[src/rtl/cp0_pkg.sv]
// Shared CP0 constants and the interrupt-request FSM state type.
package cp0_pkg;

  localparam logic [4:0] CP0_REG_COUNT   = 5'd9;
  localparam logic [4:0] CP0_REG_COMPARE = 5'd11;
  localparam logic [4:0] CP0_REG_STATUS  = 5'd12;
  localparam int         IP_TIMER        = 7;
  localparam int         IP_EXT_LO       = 2;
  localparam logic [4:0] EXC_INT         = 5'b00000;

  typedef enum logic [1:0] {
    IDLE = 2'd0,
    REQ  = 2'd1,
    SERV = 2'd2
  } intc_state_t;

endpackage

[src/rtl/irq_sync.sv]
// Multi-flop synchronizer for the asynchronous external interrupt lines.
module irq_sync #(
  parameter int N_EXT       = 5,
  parameter int SYNC_STAGES = 2
) (
  input  logic             clk,
  input  logic             rst,
  input  logic [N_EXT-1:0] irq_ext,
  output logic [N_EXT-1:0] levels
);

  logic [N_EXT-1:0] stage [SYNC_STAGES];

  always_ff @(posedge clk or posedge rst) begin
    if (rst) begin
      for (int i = 0; i < SYNC_STAGES; i++) stage[i] <= '0;
    end else begin
      stage[0] <= irq_ext;
      for (int i = 1; i < SYNC_STAGES; i++) stage[i] <= stage[i-1];
    end
  end

  assign levels = stage[SYNC_STAGES-1];

endmodule

[src/rtl/cp0_timer_intc.sv]
// CP0 Count/Compare timer plus external IRQ masking; raises a held request
// to the controller and tracks it through acknowledge and eret.
module cp0_timer_intc
  import cp0_pkg::*;
#(
  parameter int PRESCALE    = 2,
  parameter int N_EXT       = 5,
  parameter int SYNC_STAGES = 2
) (
  input  logic             clk,
  input  logic             rst,
  input  logic [31:0]      status,
  input  logic [4:0]       cp0_rd,
  input  logic [31:0]      cp0_wdata,
  input  logic             mtc0,
  input  logic             eret,
  input  logic [N_EXT-1:0] irq_ext,
  input  logic             intr_ack,
  output logic             intr_req,
  output logic [7:0]       ip,
  output logic             timer_int,
  output logic [31:0]      rdata,
  output logic             rd_hit
);

  localparam int PW = (PRESCALE > 1) ? $clog2(PRESCALE) : 1;

  logic [PW-1:0]    pre;
  logic [31:0]      count;
  logic [31:0]      compare;
  logic             pending;
  logic             match;
  logic             match_d;
  logic             tick;
  logic             wr_count;
  logic             wr_compare;
  logic             any;
  logic [N_EXT-1:0] ext_lvl;
  intc_state_t      state;
  intc_state_t      state_next;
  logic             unused_status_bits;

  assign unused_status_bits = ^{status[31:16], status[7:1]};

  assign wr_count   = mtc0 && (cp0_rd == CP0_REG_COUNT);
  assign wr_compare = mtc0 && (cp0_rd == CP0_REG_COMPARE);
  assign tick       = (pre == PW'(PRESCALE - 1));
  assign match      = (count == compare);

  // A Count write restarts the prescaler so the written value is held a full period.
  always_ff @(posedge clk or posedge rst) begin
    if (rst) begin
      pre   <= '0;
      count <= '0;
    end else if (wr_count) begin
      pre   <= '0;
      count <= cp0_wdata;
    end else if (tick) begin
      pre   <= '0;
      count <= count + 32'd1;
    end else begin
      pre   <= pre + 1'b1;
    end
  end

  // match_d resets high so a power-on equality never fires the timer.
  always_ff @(posedge clk or posedge rst) begin
    if (rst) begin
      compare <= 32'hFFFF_FFFF;
      pending <= 1'b0;
      match_d <= 1'b1;
    end else begin
      match_d <= match;
      if (wr_compare) begin
        compare <= cp0_wdata;
        pending <= 1'b0;
      end else if (match && !match_d) begin
        pending <= 1'b1;
      end
    end
  end

  irq_sync #(
    .N_EXT       (N_EXT),
    .SYNC_STAGES (SYNC_STAGES)
  ) u_irq_sync (
    .clk     (clk),
    .rst     (rst),
    .irq_ext (irq_ext),
    .levels  (ext_lvl)
  );

  always_comb begin
    ip                       = '0;
    ip[IP_TIMER]             = pending;
    ip[IP_EXT_LO +: N_EXT]   = ext_lvl;
  end

  assign timer_int = ip[IP_TIMER];
  assign any       = status[0] && (|(ip & status[15:8]));

  always_ff @(posedge clk or posedge rst) begin
    if (rst) begin
      state    <= IDLE;
      intr_req <= 1'b0;
    end else begin
      state    <= state_next;
      intr_req <= (state_next == REQ);
    end
  end

  // SERV ignores any so the handler cannot be re-entered before eret.
  always_comb begin
    state_next = state;
    unique case (state)
      IDLE: if (any) state_next = REQ;
      REQ: begin
        if (intr_ack)  state_next = SERV;
        else if (!any) state_next = IDLE;
      end
      SERV: if (eret) state_next = IDLE;
      default: state_next = IDLE;
    endcase
  end

  always_comb begin
    rdata  = '0;
    rd_hit = 1'b0;
    case (cp0_rd)
      CP0_REG_COUNT: begin
        rdata  = count;
        rd_hit = 1'b1;
      end
      CP0_REG_COMPARE: begin
        rdata  = compare;
        rd_hit = 1'b1;
      end
      default: begin
        rdata  = '0;
        rd_hit = 1'b0;
      end
    endcase
  end

endmodule

[config.mk]
export PLATFORM = sky130hd
export DESIGN_NAME = cp0_timer_intc
export DESIGN_NICKNAME = d
export VERILOG_FILES = /design/src/rtl/cp0_pkg.sv /design/src/rtl/irq_sync.sv /design/src/rtl/cp0_timer_intc.sv
export SDC_FILE = /design/constraint.sdc
export NUM_CORES = 1
export LEC_CHECK = 0
export ABC_AREA = 1
export ABC_CLOCK_PERIOD_IN_PS = 2700
export CORE_MARGIN = 2
export CORE_UTILIZATION = 50
export DETAILED_ROUTE_END_ITERATION = 12
export PLACE_DENSITY = 0.9
export SYNTH_ARGS = -nofsm -noshare
export SYNTH_HDL_FRONTEND = slang
export SYNTH_SLANG_ARGS = --single-unit
[constraint.sdc]
create_clock -name clk -period 2.7 [get_ports clk]
set_clock_uncertainty 0.05 [all_clocks]
set_input_delay 0.27 -clock clk [delete_from_list [all_inputs] [get_ports clk]]
set_output_delay 0.27 -clock clk [all_outputs]
set_load 0.01 [all_outputs]
==> results_dict.tcl <==
set metrics [dict create \
    drt_pre_antenna_iters 5 \
    synth_commonest_cells "sky130_fd_sc_hd__nand2_1 (164), sky130_fd_sc_hd__inv_1 (95), sky130_fd_sc_hd__dfrtp_1 (47), sky130_fd_sc_hd__o21ai_0 (47), sky130_fd_sc_hd__nand3_1 (35)" \
    final.min_clock_period_ps 2490 \
    synth-compound-area-share 0.139 \
    place_inst 851 \
    regToRegStartpoint "count[0]" \
    hold_class "input pin to asynchronous set/reset pin" \
    timing.critical_path.required_ps 2380 \
    hold_ws_ps 123 \
    non_filler_cells_in_the_finished_layout 867 \
    drive_above_1_share 0.135 \
    starting_drc_count_in_detailed_routing 284 \
    async_reset_ff_frac 1.00 \
    synth.lib_cells_used.distinct 37 \
    syn-cell-area_mm2 0.00490 \
    tritoncts "yes" \
    power.density_cell_area_mw_per_mm2 720 \
    io_pins 122 \
    synthMostInstantiatedCell "sky130_fd_sc_hd__nand2_1" \
    maxSlewViolCount 0 \
    synthesis.instances 645 \
    antenna_found_initial 0 \
    start_kind "input pin" \
    drc_violations 0 \
    final_layout_setup_total_negative_slack_ps 0 \
    cp_slowest_stage_delay_ps 580 \
    irDropWorstVdd_v 0.000321 \
    crit_chain "clkdlybuf4s50_1, inv_1, nor2_1, nand2_1, nor2_2, inv_2, buf_4, o21ai_1, clkdlybuf4s50_1" \
    grt_pass1_wl_um 21400 \
    run_status "finished, final reports clean" \
    grt_usage 0.261 \
    synthMuxAreaShare 0 \
    ctsHoldBuffers 0 \
    gp_congestion 0.980 \
    postSynth.topFlopCell "sky130_fd_sc_hd__dfrtp_1" \
    std_cell_rows 36 \
    synth_fa_ha_area_frac 0.00255 \
    grt_overflow 0 \
    detailroute.via_count 4633 \
    synth.ff_latch_count 80 \
    r2r_setup_slack_ps 850 \
    worst_path_max_delay_cell "sky130_fd_sc_hd__clkdlybuf4s50_1" \
    max_freq_ghz 0.402 \
    ant_nets 0 \
    post-layout-total-power_mw 4.42 \
    grt_setup_unrepaired "no" \
    detailed_place_hpwl_um 9610 \
    worstRegToRegCells 9 \
    synth_edf_count 0 \
    post_drt_wl_per_cell_um 15.2 \
    cts.path.max_buffers 2 \
    avgSynthCellArea_um2 7.60 \
    fin_nets 809 \
    path_max_fanout 10 \
    timing.critical_path.mode_cell "sky130_fd_sc_hd__clkdlybuf4s50_1" \
    cts_max_level 3 \
    die-height_um 103 \
    final_util 0.637 \
    dieArea_mm2 0.0106 \
    port_buffers 94 \
    viasPerCell 5.34 \
    tritoncts_num_sinks 80 \
    timing.setup.critical_path_class "input pin to primary output" \
    layout-area-overhead-vs-synth_pct 25.3 \
    grt_max_degree 68 \
    cell_types_with_the_largest_area_share_after_synthesis "sky130_fd_sc_hd__dfrtp_1 (24%), sky130_fd_sc_hd__dfstp_2 (18%), sky130_fd_sc_hd__nand2_1 (13%)" \
    chipWidth_um 103 \
    synthSimpleGateAreaFrac 0.251 \
    initial_core_util 0.509 \
    fillCellCount 858 \
    first_global_vias 4525 \
    power.leakage_nw 2.69 \
    synthDominantCellAreaShare 0.240 \
    core_region_area_mm2 0.00964 \
    synth_xor_xnor_area_share 0.0714 \
    yosysSeqAreaShare 0.417 \
    finalSetupViolations 0 \
    clock_latency_ps 360 \
    crit_arrival_ps 2170 \
    clockRootBuffer "sky130_fd_sc_hd__clkbuf_8" \
    report.final.hold_viol_count 0 \
    synth.yosys.warnings 0 \
    antennaDiodeCount 0 \
    cap_viol_max_count 0 \
    layout_worst_path_cycle_share 0.921 \
    clkSlewWorstSetupHoldPaths_ps 90 \
    timing.critical_path.to_type "primary output" \
    synth_top_cell_by_area "sky130_fd_sc_hd__dfrtp_1" \
    post_cts_buffers 0 \
    numCtsBuffers 9 \
    drt-total-wl_um 13200 \
    worst_r2r_endpoint "count[30]" \
    synth_top_family_by_area "simple AND/OR/NAND/NOR gates" \
]
[area by class of cell]
type	instances	area (um2)	area share
tap	133	166	0.0271
sequential	80	2040	0.333
multi-input combinational	427	2280	0.372
inverter	106	398	0.0648
clock buffer	9	124	0.0202
timing repair buffer	105	1050	0.171
clock inverter	7	80.1	0.0130
[where the power goes]
part | switching [mW] | internal, mW | total (mW)
sequential | 0.413 | 1.58 | 2.00
clock | 0.492 | 0.438 | 0.930
combinational | 0.850 | 0.647 | 1.50
total | 1.75 | 2.67 | 4.42
[critical path: cells and delay by family]
family | cells | cell delay (ps)
buffers and inverters | 5 | 1400
AND/OR/NAND/NOR | 3 | 310
AO/OA/AOI/OAI | 1 | 190
[what timing repair did]
action                     in CTS  in global routing
hold endpoints to repair        0                  0
setup endpoints to repair       0                 21
gates resized for setup         0                  3
[layout by cell type, fill, tap and decap left out, drive strengths merged]
cell type and instances:
o21a 1, nor4 1, dfrtp 47, nor3 7, clkinvlp 1, nand2 170, nand3 39, clkbuf 9
xor2 19, xnor2 21, a221oi 1, o221ai 10, o21ai 52, a21o 2, inv 107, clkinv 4
o22ai 32, buf 11, nand3b 1, clkdlybuf4s50 94, o21bai 7, ha 1, conb 2, dfstp 33
o211ai 2, bufinv 1, a21oi 7, nor2 44, nand4 8
[layer usage]
metal,up-vias,track usage,routed length (um)
met2,212,0.446,6500
met3,32,0.0481,940
met5,-,0,0
met1,2168,0.330,5430
met4,0,0.0962,289
li1,2221,-,-
[registers in the layout, indices dropped and copies added (netlist names)]
signal / flops
pre: 1
intr_req: 1
compare: 32
timer_int: 1
state: 2
count: 32
match_d: 1
u_irq_sync.levels: 5
u_irq_sync.stage: 5
[logic make-up (layout without fill, tap and decap cells)]
| logic type | after synthesis | count (layout) |
|---|---|---|
| other cells | 1 | 2 |
| flops | 80 | 80 |
| fa+ha+maj | 1 | 1 |
| compound gates | 114 | 114 |
| buf+inv | 139 | 227 |
| xor+xnor | 40 | 40 |
| simple gates | 270 | 270 |
[worst max path at each step]
stage / from / end / slack, ps / cells after the start
after detailed placement: cp0_rd[0] / rdata[10] / 70 / 9
after floorplan: rst / count[0] / 380 / 1
after CTS: cp0_rd[0] / rdata[10] / 60 / 9
after global placement: cp0_rd[0] / rdata[10] / 120 / 9
final: cp0_rd[0] / rdata[10] / 210 / 9
after global routing: cp0_rd[0] / rdata[15] / 10 / 9
[stage by stage]
stage / instance area (um2) / setup slack, ps
floorplan: 4910 / 383
global placement: 5940 / 119
detailed placement: 5940 / 66.1
CTS: 6140 / 60.5
global route: 6140 / 11.3
finish: 6140 / 213
Note: power is estimated with default switching activity, not from simulation.
